`src/rtl/video_text_pkg.sv`:
```
`default_nettype none
// ============================================================================
// Module      : video_text_pkg
// Description : Shared constants and types for the text-console sequencer:
//               command opcodes, control characters, FSM state encoding and
//               default screen geometry.
// Revision    : 1.0 - initial release
// ============================================================================
package video_text_pkg;

    // Default screen geometry and fill glyph
    localparam int          DEF_COLS      = 40;
    localparam int          DEF_ROWS      = 30;
    localparam logic [7:0]  DEF_FILL_CHAR = 8'h20;

    // Command opcodes
    localparam logic [1:0]  OP_PUTC       = 2'd0;
    localparam logic [1:0]  OP_CLEAR      = 2'd1;
    localparam logic [1:0]  OP_SET_CURSOR = 2'd2;
    localparam logic [1:0]  OP_SCROLL     = 2'd3;

    // Control characters interpreted by PUTC
    localparam logic [7:0]  CH_LF         = 8'h0A;
    localparam logic [7:0]  CH_CR         = 8'h0D;
    localparam logic [7:0]  CH_BS         = 8'h08;
    localparam logic [7:0]  CH_TAB        = 8'h09;

    // Sequencer states
    typedef enum logic [1:0] {
        ST_IDLE = 2'd0,
        ST_PUT  = 2'd1,
        ST_FILL = 2'd2
    } state_e;

endpackage
`default_nettype wire

```
`src/rtl/text_row_map.sv`:
```
`default_nettype none
// ============================================================================
// Module      : text_row_map
// Description : Maps a logical row to a physical RAM row, (row + base) mod
//               ROWS, with a single conditional subtract instead of a divider.
//               Also used by the display side to remap scanned rows.
// Revision    : 1.0 - initial release
// ============================================================================
module text_row_map #(
    parameter int ROWS = 30
) (
    input  logic [4:0] row_i,
    input  logic [4:0] base_i,
    output logic [4:0] phys_o
);

    logic [5:0] w_sum;

    // Both operands are below ROWS, so one subtract is enough to wrap
    assign w_sum  = {1'b0, row_i} + {1'b0, base_i};
    assign phys_o = (w_sum >= 6'(ROWS)) ? 5'(w_sum - 6'(ROWS)) : w_sum[4:0];

endmodule
`default_nettype wire

```
`src/rtl/video_text_engine.sv`:
```
`default_nettype none
// ============================================================================
// Module      : video_text_engine
// Description : Text-console command sequencer. Tracks cursor and circular
//               row base (hardware scroll) and emits all character-RAM byte
//               writes for PUTC, CLEAR and SCROLL commands.
//               Optional macro VIDEO_TEXT_TAB_EN: 0x09 advances the cursor to
//               the next multiple of 8 instead of printing a glyph.
// Revision    : 1.0 - initial release
// ============================================================================
module video_text_engine
    import video_text_pkg::*;
#(
    parameter int         COLS      = DEF_COLS,
    parameter int         ROWS      = DEF_ROWS,
    parameter logic [7:0] FILL_CHAR = DEF_FILL_CHAR
) (
    input  logic        clk_cpu,
    input  logic        reset,
    input  logic        cmd_valid,
    output logic        cmd_ready,
    input  logic [1:0]  cmd_op,
    input  logic [15:0] cmd_arg,
    output logic        ram_we,
    output logic [10:0] ram_addr,
    output logic [7:0]  ram_wdata,
    output logic [4:0]  row_base,
    output logic [5:0]  cursor_x,
    output logic [4:0]  cursor_y,
    output logic        busy
);

    localparam logic [5:0] C_LAST_COL = 6'(COLS - 1);
    localparam logic [4:0] C_LAST_ROW = 5'(ROWS - 1);

    state_e      state_q;
    logic [5:0]  cursor_x_q;
    logic [4:0]  cursor_y_q;
    logic [4:0]  row_base_q;
    logic        ram_we_q;
    logic [10:0] ram_addr_q;
    logic [7:0]  ram_wdata_q;
    logic [4:0]  fill_row_q;
    logic [5:0]  fill_col_q;
    logic        fill_clear_q;
    logic        scroll_pend_q;

    logic [7:0]  w_char;
    logic [4:0]  w_phys_y;
    logic [4:0]  w_rb_inc;
    logic [5:0]  w_set_x;
    logic [4:0]  w_set_y;
    logic        w_newline;
    logic        w_start_scroll;
    logic        w_unused_arg;

    logic [5:0]  put_x_d;
    logic [4:0]  put_y_d;
    logic        put_we_d;
    logic        put_scroll_d;
    logic [5:0]  fill_col_d;
    logic [4:0]  fill_row_d;
    logic        fill_done_d;

    assign w_char       = cmd_arg[7:0];
    assign w_unused_arg = ^cmd_arg[15:13];
    assign w_rb_inc     = (row_base_q == C_LAST_ROW) ? 5'd0 : row_base_q + 5'd1;
    assign w_set_x      = (cmd_arg[5:0]  > C_LAST_COL) ? C_LAST_COL : cmd_arg[5:0];
    assign w_set_y      = (cmd_arg[12:8] > C_LAST_ROW) ? C_LAST_ROW : cmd_arg[12:8];

    text_row_map #(
        .ROWS   (ROWS)
    ) u_row_map (
        .row_i  (cursor_y_q),
        .base_i (row_base_q),
        .phys_o (w_phys_y)
    );

`ifdef VIDEO_TEXT_TAB_EN
    logic [6:0] w_tab_x;
    assign w_tab_x = {1'b0, cursor_x_q[5:3], 3'b000} + 7'd8;
`endif

    // Cursor motion and write/scroll decision for the character on cmd_arg
    always_comb begin
        put_x_d      = cursor_x_q;
        put_y_d      = cursor_y_q;
        put_we_d     = 1'b0;
        put_scroll_d = 1'b0;
        w_newline    = 1'b0;
        case (w_char)
            CH_LF: w_newline = 1'b1;
            CH_CR: put_x_d = 6'd0;
            CH_BS: if (cursor_x_q != 6'd0) put_x_d = cursor_x_q - 6'd1;
`ifdef VIDEO_TEXT_TAB_EN
            CH_TAB: begin
                if (w_tab_x >= 7'(COLS)) w_newline = 1'b1;
                else                     put_x_d   = w_tab_x[5:0];
            end
`endif
            default: begin
                put_we_d = 1'b1;
                if (cursor_x_q == C_LAST_COL) w_newline = 1'b1;
                else                          put_x_d   = cursor_x_q + 6'd1;
            end
        endcase
        // At the bottom row a newline scrolls content rather than moving down
        if (w_newline) begin
            put_x_d = 6'd0;
            if (cursor_y_q != C_LAST_ROW) put_y_d      = cursor_y_q + 5'd1;
            else                          put_scroll_d = 1'b1;
        end
    end

    // Fill walker: next cell and end-of-fill detection (one row or whole screen)
    always_comb begin
        fill_col_d  = fill_col_q + 6'd1;
        fill_row_d  = fill_row_q;
        fill_done_d = (fill_col_q == C_LAST_COL) &&
                      (!fill_clear_q || (fill_row_q == C_LAST_ROW));
        if (fill_col_q == C_LAST_COL) begin
            fill_col_d = 6'd0;
            fill_row_d = fill_row_q + 5'd1;
        end
    end

    // A scroll starts from an idle SCROLL/newline, or right after a wrapping PUT
    always_comb begin
        w_start_scroll = 1'b0;
        case (state_q)
            ST_IDLE: w_start_scroll = cmd_valid &&
                         ((cmd_op == OP_SCROLL) ||
                          ((cmd_op == OP_PUTC) && put_scroll_d && !put_we_d));
            ST_PUT:  w_start_scroll = scroll_pend_q;
            default: w_start_scroll = 1'b0;
        endcase
    end

    // Sequencer FSM with registered RAM write port, cursor and row base
    always_ff @(posedge clk_cpu or posedge reset) begin
        if (reset) begin
            state_q       <= ST_IDLE;
            cursor_x_q    <= 6'd0;
            cursor_y_q    <= 5'd0;
            row_base_q    <= 5'd0;
            ram_we_q      <= 1'b0;
            ram_addr_q    <= 11'd0;
            ram_wdata_q   <= 8'd0;
            fill_row_q    <= 5'd0;
            fill_col_q    <= 6'd0;
            fill_clear_q  <= 1'b0;
            scroll_pend_q <= 1'b0;
        end else begin
            case (state_q)
                ST_IDLE: begin
                    if (cmd_valid) begin
                        case (cmd_op)
                            OP_PUTC: begin
                                cursor_x_q <= put_x_d;
                                cursor_y_q <= put_y_d;
                                if (put_we_d) begin
                                    state_q       <= ST_PUT;
                                    ram_we_q      <= 1'b1;
                                    ram_addr_q    <= {w_phys_y, cursor_x_q};
                                    ram_wdata_q   <= w_char;
                                    scroll_pend_q <= put_scroll_d;
                                end
                            end
                            OP_CLEAR: begin
                                state_q      <= ST_FILL;
                                row_base_q   <= 5'd0;
                                cursor_x_q   <= 6'd0;
                                cursor_y_q   <= 5'd0;
                                fill_row_q   <= 5'd0;
                                fill_col_q   <= 6'd0;
                                fill_clear_q <= 1'b1;
                                ram_we_q     <= 1'b1;
                                ram_addr_q   <= 11'd0;
                                ram_wdata_q  <= FILL_CHAR;
                            end
                            OP_SET_CURSOR: begin
                                cursor_x_q <= w_set_x;
                                cursor_y_q <= w_set_y;
                            end
                            default: ;
                        endcase
                    end
                end
                ST_PUT: begin
                    state_q  <= ST_IDLE;
                    ram_we_q <= 1'b0;
                end
                ST_FILL: begin
                    if (fill_done_d) begin
                        state_q  <= ST_IDLE;
                        ram_we_q <= 1'b0;
                    end else begin
                        fill_col_q <= fill_col_d;
                        fill_row_q <= fill_row_d;
                        ram_addr_q <= {fill_row_d, fill_col_d};
                    end
                end
                default: begin
                    state_q  <= ST_IDLE;
                    ram_we_q <= 1'b0;
                end
            endcase
            // Scroll: advance row base and blank the old top row (new bottom)
            if (w_start_scroll) begin
                state_q       <= ST_FILL;
                row_base_q    <= w_rb_inc;
                fill_row_q    <= row_base_q;
                fill_col_q    <= 6'd0;
                fill_clear_q  <= 1'b0;
                scroll_pend_q <= 1'b0;
                ram_we_q      <= 1'b1;
                ram_addr_q    <= {row_base_q, 6'd0};
                ram_wdata_q   <= FILL_CHAR;
            end
        end
    end

    assign cmd_ready = (state_q == ST_IDLE);
    assign busy      = ~cmd_ready;
    assign ram_we    = ram_we_q;
    assign ram_addr  = ram_addr_q;
    assign ram_wdata = ram_wdata_q;
    assign row_base  = row_base_q;
    assign cursor_x  = cursor_x_q;
    assign cursor_y  = cursor_y_q;

endmodule
`default_nettype wire

```
`config.mk`:
```
export PLATFORM = sky130hd
export DESIGN_NAME = video_text_engine
export DESIGN_NICKNAME = d
export VERILOG_FILES = /design/src/rtl/video_text_pkg.sv /design/src/rtl/text_row_map.sv /design/src/rtl/video_text_engine.sv
export SDC_FILE = /design/constraint.sdc
export NUM_CORES = 1
export LEC_CHECK = 0
export CAP_MARGIN = 10
export CORE_MARGIN = 1
export CORE_UTILIZATION = 50
export CTS_CLUSTER_DIAMETER = 120
export DETAILED_ROUTE_END_ITERATION = 16
export GPL_ROUTABILITY_DRIVEN = 0
export PLACE_DENSITY = 0.76
export SYNTH_ARGS = -nofsm -noshare
export SYNTH_HDL_FRONTEND = slang
export SYNTH_SLANG_ARGS = --single-unit
```
`constraint.sdc`:
```
create_clock -name clk_cpu -period 2.9 [get_ports clk_cpu]
set_clock_uncertainty 0.15 [all_clocks]
set_input_delay 0.58 -clock clk_cpu [delete_from_list [all_inputs] [get_ports clk_cpu]]
set_output_delay 0.58 -clock clk_cpu [all_outputs]
set_load 0.1 [all_outputs]
```
After elaboration in Yosys (flattened, before gate mapping)
Cells that the tools add are included.
- output and inout port bits: 38
- flip-flop bits (word level): 51
- reductions and logical operators: 27
- multiplexer cells: 63
- magnitude comparators: 3
- equal/unequal tests: 26
- bitwise operators: 1
- add/sub/neg operators: 8
- operator list (kind ; number):
    5-bit 2-to-1 mux ; 12
    6-bit 2-to-1 mux ; 9
    11-bit 2-to-1 mux ; 4
    11-bit case mux with 2 select lines ; 2
    6-bit case mux with 3 select lines ; 2
    8-bit 2-to-1 mux ; 4
    8-bit by 4-bit == test with 1-bit output, second input constant ; 3
    1-bit 2-to-1 mux ; 16
    8-bit case mux with 2 select lines ; 1
    4-bit AND reduction ; 4
    5-bit by 1-bit adder with 5-bit output, second input constant ; 3
    5-bit case mux with 3 select lines ; 1
    6-bit by 1-bit adder with 6-bit output, second input constant ; 2
    6-bit == test, second input constant ; 2
    3-bit != test, second input constant ; 4
    6-bit case mux with 2 select lines ; 1
    5-bit == test, second input constant ; 2
    5-bit case mux with 2 select lines ; 1
    5-bit AND reduction ; 2
    3-bit nonzero test ; 3
    2-bit 2-to-1 mux ; 4
    4-bit != test, second input constant ; 2
    1-bit case mux with 2 select lines ; 4
    2-bit case mux with 2 select lines ; 2
    other kinds (26) ; 38

Logic depth before layout (Yosys ltp)
Gate-level depths: netlist of the first run.
- depth in word-level cells: 11
- depth in mapped cells: 11
- depth with buffers taken out: 11

Cells and area by module
From an unflattened synthesis of the first run, not the netlist that was laid out.
- cells, all modules: 395
- area, all modules: 3722.3 um2
- by module, submodules not included (module ; cells an instance ; times used ; sequential area each (um2) ; area each (um2)):
    video_text_engine ; 359 ; 1 ; 1276.2 ; 3417.0
    text_row_map ; 36 ; 1 ; 0.0 ; 305.3

Worst setup path before layout of the first run
OpenSTA, ideal clock, no wires.
- path type: register -> register
- from: reg state_q[0]
- to: reg row_base_q[4], in the netlist row_base[4]
- setup time: 120 ps
- cell stages (with the launch flop): 10
- clock period less this slack: 3723 ps
- buffers on the path: 3
- arrival: 3452 ps
- path slack: -823 ps
- cell sequence: dfrtp_1 > or2_2 > clkbuf_1 > inv_1 > nand4_1 > o21ba_1 > buf_6 > clkbuf_1 > a21oi_1 > a31o_2
- word-level cells in the longest chain between the ends: 4
- elaborated cells on any way between the ends: 8
- classes of those cells: eq/ne: 1; mux: 2; reduce/logical: 5
- ends and longest elaborated chain (element ; line ; text):
    from (decl) ; video_text_engine.sv:36 ; state_e state_q;
    from (signal assigned) ; video_text_engine.sv:142 ; state_q <= ST_IDLE;
    from (signal assigned) ; video_text_engine.sv:162 ; state_q <= ST_PUT;
    from (signal assigned) ; video_text_engine.sv:170 ; state_q <= ST_FILL;
    2-bit zero test * ; -- ;
    via cmd_ready ; video_text_engine.sv:21 ; output logic cmd_ready,
    1-bit case mux with 2 select lines ; video_text_engine.sv:130 ; case (state_q)
    2-bit nonzero test (no line) ; -- ;
    3-bit AND reduction (no line) ; -- ;
    to (signal assigned) ; video_text_engine.sv:211 ; row_base_q <= w_rb_inc;
    to (decl) ; video_text_engine.sv:39 ; logic [4:0] row_base_q;
The timed path passes the listed nets; every way through them passes the cells marked *.
A chain may end at the register's enable or synchronous reset.

Worst setup path after layout of the first run
- from: in cmd_arg[6]
- to: reg ram_addr_q[4], in the netlist ram_addr[4]
- word-level cells in the longest chain between the ends: 11
- elaborated cells on any way between the ends: 19
- classes of those cells: eq/ne: 7; mux: 4; reduce/logical: 8
- ends and longest elaborated chain (element ; line ; text):
    from (decl) ; video_text_engine.sv:23 ; input logic [15:0] cmd_arg,
    8-bit by 4-bit == test with 1-bit output ; video_text_engine.sv:91 ; case (w_char)
    2-bit OR reduction (no line) ; -- ;
    1-bit case mux with 2 select lines ; video_text_engine.sv:91 ;
    1-bit 2-to-1 mux ; video_text_engine.sv:108 ; if (w_newline) begin
    1-bit logical AND (2 in series) ; video_text_engine.sv:133 ; ((cmd_op == OP_PUTC) && put_scroll_d && !put_we_d));
    1-bit logical OR ; video_text_engine.sv:132 ; ((cmd_op == OP_SCROLL) ||
    1-bit logical AND ; video_text_engine.sv:131 ; ST_IDLE: w_start_scroll = cmd_valid &&
    1-bit case mux with 2 select lines ; video_text_engine.sv:130 ;
    4-bit by 1-bit != test with 1-bit output (no line) (tied with other cells) ; -- ;
    5-bit AND reduction (no line) ; -- ;
    to (signal assigned) ; video_text_engine.sv:164 ; ram_addr_q <= {w_phys_y, cursor_x_q};
    to (signal assigned) ; video_text_engine.sv:200 ; ram_addr_q <= {fill_row_d, fill_col_d};
    to (signal assigned) ; video_text_engine.sv:217 ; ram_addr_q <= {row_base_q, 6'd0};
    to (decl) ; video_text_engine.sv:41 ; logic [10:0] ram_addr_q;
Several ways; a longest one is shown, not always the timed one.

==> results_dict.tcl, run 1 <==
set metrics [dict create \
    critPathLaunchType "input port" \
    viasPerCell 5.657 \
    hold_start "ram_addr[10]" \
    whs_ns 0.3369 \
    power_per_cell_area_nw_per_um2 1187 \
    firstDrtPassIters 5 \
    fillCellCount 552 \
    path_common_cell "nand2b_1" \
    final_util_pct 69.21 \
    start_util_pct 51.92 \
    grt_pass1_vias 3385 \
    async_reset_ff_share_pct 100.0 \
    ys_warn_count 0 \
    final_common_cell "buf_4" \
    ys_ff_latch 51 \
    clock-sinks 51 \
    diodes 0 \
    critPathSlowestCell "or4_4" \
    wl_um 9617 \
    die_w_um 85.99 \
    fmax_ghz 0.3549 \
    cts_made_buffers 5 \
    ctsHoldBuffers 0 \
    power.switching_mw 3.273 \
    avgRoutedWirePerCell_um 15.61 \
    worstSetupPathType "in2reg" \
    drive_gt1_share_pct 27.12 \
    synth_edf_count 0 \
    hold_viol 0 \
    finalInstanceArea_um2 4702 \
    route.vias.total 3485 \
    clock_power_share_pct 8.0 \
    drv_cap 0 \
    end_kind "register" \
    path_depth 9 \
    postSynthAreaPerCell_um2 8.582 \
    crit_path_cell_trace "clkdlybuf4s50_1 > nand2b_1 > or4_4 > a211oi_4 > buf_4 > nor3_1 > a21o_1 > nand2b_1 > o21ai_0" \
    die_area_um2 7394 \
    grt_max_degree 31 \
    period_needed_ns 2.818 \
    crit_buf_inv 2 \
    slew_viol_final 0 \
    r2r_cells 10 \
    track_usage_pct 27.13 \
    maxSlewHeadroom_pct 66.27 \
    tightest_slew_ns 0.5051 \
    area_growth_syn_to_layout_pct 33.31 \
    critical_path.startpoint "cmd_arg[6]" \
    dpl_cell_area_um2 4479 \
    cts_tree "built" \
    fin_setup_tns_ns 0 \
    pin_count 59 \
    initialDrtViolationCount 227 \
    fin_crit_sh_pct 97.16 \
    setup_viol 0 \
    holdPathStages 2 \
    synth_ff_type "dfrtp_1" \
    ant_nets 0 \
    grt_use_met3_pct 4.042 \
    use_met1_pct 34.11 \
    cp_max_fo 6 \
    synth_area_um2 3527 \
    grt.busiest_layer "met2" \
    drc_errors 0 \
    power_leakage_nw 2.233 \
    clkTransAtPathRegs_ns 0.11 \
    p_seq_share_pct 24.5 \
    synth_nets 456 \
    ir_drop_v 0.0008556 \
    htree_levels 2 \
    outcome "finished clean" \
    grt_overflow 0 \
    cpPeakStageDelay_ns 0.50 \
    rows 30 \
    netlist_instances 411 \
    port_buffers 55 \
    antenna_found_initial 0 \
    netSwitchingFraction_pct 58.62 \
    grt_pass1_wl_um 15790 \
    comb_power_share_pct 67.5 \
    internal-power_mw 2.310 \
    power_mw 5.583 \
    crit_required_ns 2.98 \
    cts_buffer_depth 2 \
    multiInputGateArea_um2 2202 \
    grt_use_met2_pct 47.98 \
    register_area_um2 1287 \
    clk_latency_ns 0.32 \
    die_y_um 85.99 \
    holdCritPathClass "reg2reg" \
    crit_family "simple AND/OR/NAND/NOR gates" \
    most-common-layout-cells "93 x buf_4, 46 x nand2_1, 45 x nor2_1" \
    critPathArrivalTime_ns 2.90 \
    core_area_um2 6794 \
    r2r-start "cursor_y[0]" \
    seq_area_frac_synth_pct 36.18 \
    ys_types 61 \
    dp_hpwl_um 7255 \
    nets 564 \
    cts.root.buffer_cell "clkbuf_8" \
]
cell type report:
cell class,count,share of cell area (%)
clock buffers,5,1.464
flip-flops and latches,51,27.38
repair buffers,114,19.53
well taps,96,2.555
clock inverters,3,0.4790
inverters,21,1.756
multi-input cells,326,46.83
layer usage:
layer / vias up / wire length (µm)
met5: - / 0
li1: 1705 / -
met4: 0 / 160
met2: 88 / 4927
met3: 13 / 453
met1: 1679 / 4076
worst reg2reg max path: cells and delay by family, from the launching register on:
family / cells / cell delay, ns
and+or+nand+nor: 4 / 0.84
adders and majority gates: 2 / 0.62
AOI/OAI and AO/OA: 2 / 0.46
DFF: 1 / 0.45
xor gates and xnor gates: 1 / 0.14
buffers and inverters: 1 / 0.07
Yosys cell counts (5+ instances only):
cell type   n  area [µm²]
clkbuf_1    8       30.03
a21oi_1    33       165.2
nand3_1    12       60.06
o21ai_0    19       95.09
inv_1      21       78.83
nand2_1    46       172.7
o31ai_1     9       67.56
nand4_1    10       62.56
nand2b_1    5       31.28
a211oi_1    8       60.06
dfrtp_1    51        1276
nor3_1     11       55.05
ha_1       22       275.3
a21o_1     10       75.07
xor2_1      9       78.83
nor2_1     45       168.9
xnor2_1     5       43.79
a22o_1      8       70.07
nor2b_1     5       31.28
path summary, 6_finish.rpt:
check                           endpoint  slack (ns)
max                          ram_addr[4]        0.08
min                         ram_addr[10]        0.34
max reg2reg                  ram_addr[8]        0.10
min reg2reg                 ram_addr[10]        0.34
max in group asynchronous    cursor_y[0]        1.61
min in group asynchronous  fill_col_q[5]        0.45
power groups by stage:
stage	Combinational (mW)	Clock, mW	Sequential (mW)
detailed placement	3.68	0	1.38
finish	3.77	0.446	1.37
CTS	3.68	0.452	1.37
global route	4.02	0.483	1.42
global placement	3.57	0	1.37
floorplan	1.46	0	2.67
flip-flops by register name, indices dropped and copies added, names as in the netlist:
signal and flops:
ram_addr 11, ram_wdata 8, cursor_x 6, fill_col_q 6, cursor_y 5, fill_row_q 5, row_base 5, state_q 2
fill_clear_q 1, ram_we 1, scroll_pend_q 1
kinds of logic (layout without fill, tap and decap cells):
logic type	count (synthesis)	count (layout)	share of synthesized area, %
xor gates and xnor gates	14	14	3.476
buffers and inverters	34	143	3.937
adders and majority gates	24	24	8.939
DFF	51	51	36.18
AOI/OAI and AO/OA	119	119	23.24
muxes	4	4	1.171
and+or+nand+nor	165	165	23.06
stage by stage:
step	worst slack, ns	cells
2_1_floorplan	0.01699	411
3_3_place_gp	-0.3447	602
3_5_place_dp	-0.3850	602
4_1_cts	0.02526	610
5_1_grt	-0.008559	616
6_report	0.08229	616
what timing repair did:
action,CTS,global route
endpoints found under the hold margin,0,0
pin swaps,3,9
cloned,0,1
endpoints found under the setup margin,10,27
buffers inserted,0,5
resized for setup,4,18
Power figures use the tool's default switching activity.
==> run 2, diff against run 1 <==
--- a/config.mk
+++ b/config.mk
@@ -6,12 +6,11 @@
 export NUM_CORES = 1
 export LEC_CHECK = 0
 export CAP_MARGIN = 10
-export CORE_MARGIN = 1
 export CORE_UTILIZATION = 50
 export CTS_CLUSTER_DIAMETER = 120
 export DETAILED_ROUTE_END_ITERATION = 16
 export GPL_ROUTABILITY_DRIVEN = 0
-export PLACE_DENSITY = 0.76
+export PLACE_DENSITY = 0.75
 export SYNTH_ARGS = -nofsm -noshare
 export SYNTH_HDL_FRONTEND = slang
 export SYNTH_SLANG_ARGS = --single-unit
==> constraint.sdc (replaced) <==
create_clock -name clk_cpu -period 2.9 [get_ports clk_cpu]
set_clock_uncertainty 0.15 [all_clocks]
set_input_delay 0.435 -clock clk_cpu [delete_from_list [all_inputs] [get_ports clk_cpu]]
set_output_delay 0.435 -clock clk_cpu [all_outputs]
set_load 0.1 [all_outputs]
==> run 2 against run 1 <==
Global-route usage shrank 1.6 points. Flip-flop and latch count unchanged. Clock-buffer cell count unchanged. Via count is essentially flat. Final area down 1.9%. Critical path depth rose by 1. Critical endpoint is now ram_addr[7]. Worst setup slack improved by 0.029 ns. Die area unchanged. Clock power is essentially flat. Core utilization fell by 1.3 points. Non-clock buffer count decreased by 6. Register-to-register slack better by 0.06 ns.
==> results_dict.tcl, run 2 (same netlist as run 1, synthesis figures left out) <==
set metrics [dict create \
    tightest_slew_ns 0.4588 \
    htree_levels 2 \
    r2r-start "cursor_y[0]" \
    clock-sinks 51 \
    dp_hpwl_um 7050 \
    port_buffers 55 \
    end_kind "register" \
    grt_use_met2_pct 45.74 \
    cts_tree "built" \
    hold_viol 0 \
    use_met1_pct 31.87 \
    final_util_pct 67.90 \
    whs_ns 0.3352 \
    fin_crit_sh_pct 96.15 \
    start_util_pct 51.92 \
    most-common-layout-cells "89 x buf_4, 45 x nor2_1, 45 x nand2_1" \
    outcome "finished clean" \
    wl_um 9249 \
    critical_path.startpoint "cmd_arg[4]" \
    die_w_um 85.99 \
    cpPeakStageDelay_ns 0.46 \
    nets 558 \
    clkTransAtPathRegs_ns 0.11 \
    grt_use_met3_pct 4.042 \
    grt.busiest_layer "met2" \
    grt_pass1_vias 3348 \
    largest_reg_flops 11 \
    initialDrtViolationCount 120 \
    firstDrtPassIters 4 \
    critPathArrivalTime_ns 2.86 \
    avgRoutedWirePerCell_um 15.16 \
    cts.root.buffer_cell "clkbuf_8" \
    power_leakage_nw 2.177 \
    reg2reg_slack_ns 0.16 \
    diodes 0 \
    antenna_found_initial 0 \
    grt_max_degree 52 \
    r2r_cells 10 \
    rows 30 \
    holdCritPathClass "in2async" \
    ant_nets 0 \
    fillCellCount 585 \
    cts_made_buffers 5 \
    clk_latency_ns 0.31 \
    ir_drop_v 0.001114 \
    cts_buffer_depth 2 \
    cp_max_fo 10 \
    grt_overflow 0 \
    die_y_um 85.99 \
    crit_path_cell_trace "clkdlybuf4s50_1 > or3_4 > or4_4 > a211oi_4 > nor2_2 > buf_4 > o21bai_2 > buf_6 > a211oi_1 > o31ai_1" \
    die_area_um2 7394 \
    slew_viol_final 0 \
    critPathLaunchType "input port" \
    area_growth_syn_to_layout_pct 30.79 \
    drc_errors 0 \
    period_needed_ns 2.788 \
    maxSlewHeadroom_pct 69.09 \
    fmax_ghz 0.3586 \
    core_area_um2 6794 \
    critPathSlowestCell "clkdlybuf4s50_1" \
    crit_required_ns 2.97 \
    rsz0062_at_grt "true" \
    worstSetupPathType "in2reg" \
    track_usage_pct 25.55 \
    viasPerCell 5.716 \
    route.vias.total 3487 \
    drv_cap 0 \
    pin_count 59 \
    power_per_cell_area_nw_per_um2 1207 \
    reg2reg_to "ram_addr[10]" \
    grt_pass1_wl_um 15150 \
    drive_gt1_share_pct 25.68 \
    final_common_cell "buf_4" \
    setup_viol 0 \
    power_mw 5.567 \
]
[run 2: cell count changes in the layout (fill, tap and decap cells not counted), sizes merged]
cell | previous run | this run
buf | 97 | 91
clkdlybuf4s50 | 13 | 16
clkinv | 2 | 1
dlygate4sd2 | 2 | 0
dlymetal6s2s | 2 | 1
inv | 21 | 22
[run 2: worst max-delay path by stage]
stage	to	slack, ns	depth (start not counted)
after global placement	cursor_x[5]	-0.18	14
after floorplan	ram_addr[10]	-0.04	8
after CTS	cursor_x[5]	0.02	12
after detailed placement	cursor_x[5]	-0.31	12
final	ram_addr[7]	0.11	10
after global routing	cursor_x[5]	-0.02	14
[run 2: power breakdown]
group          internal [mW]  leakage, nW  switching (mW)  total, mW
Combinational           1.13         1.49            2.65       3.78
Sequential              1.00        0.636           0.339       1.34
Clock                  0.176       0.0489           0.270      0.446
[run 2: critical path, delay by kind of cell]
kind / cells / cell delay (ns)
buf+inv: 3 / 0.78
compound gates: 4 / 0.72
simple gates: 3 / 0.92
[run 2: layout make-up]
cell class                 count  area [µm²]  share of cell area [%]
timing repair buffer         108       872.1                   18.90
sequential                    51        1286                   27.88
multi-input combinational    326        2161                   46.84
inverter                      21       82.58                   1.790
clock buffer                   5       68.82                   1.492
tap                           96       120.1                   2.604
clock inverter                 3       22.52                  0.4882
[run 2: metrics by stage]
stage          instances  instance area, µm²  TNS (ns)  setup WS (ns)
6_report             610                4613         0         0.1117
5_1_grt              610                4613  -0.02940       -0.02247
4_1_cts              608                4548         0        0.02145
3_5_place_dp         600                4457    -5.174        -0.3088
3_3_place_gp         600                4457    -3.949        -0.1819
2_1_floorplan        411                3550  -0.04047       -0.04047
[run 2: routing by layer]
layer  vias to the layer above  wire length (µm)  part of all wire [%]
met5                         -                 0                     0
met4                         0               121                   1.3
met3                        14               361                   3.9
met2                        74              4671                    51
met1                      1701              4095                    44
li1                       1698                 -                     -
[run 2: repair_timing]
action,4_1_cts,5_1_grt
setup buffers,0,2
hold buffers,0,0
resized for setup,0,12
setup endpoints to repair,0,5
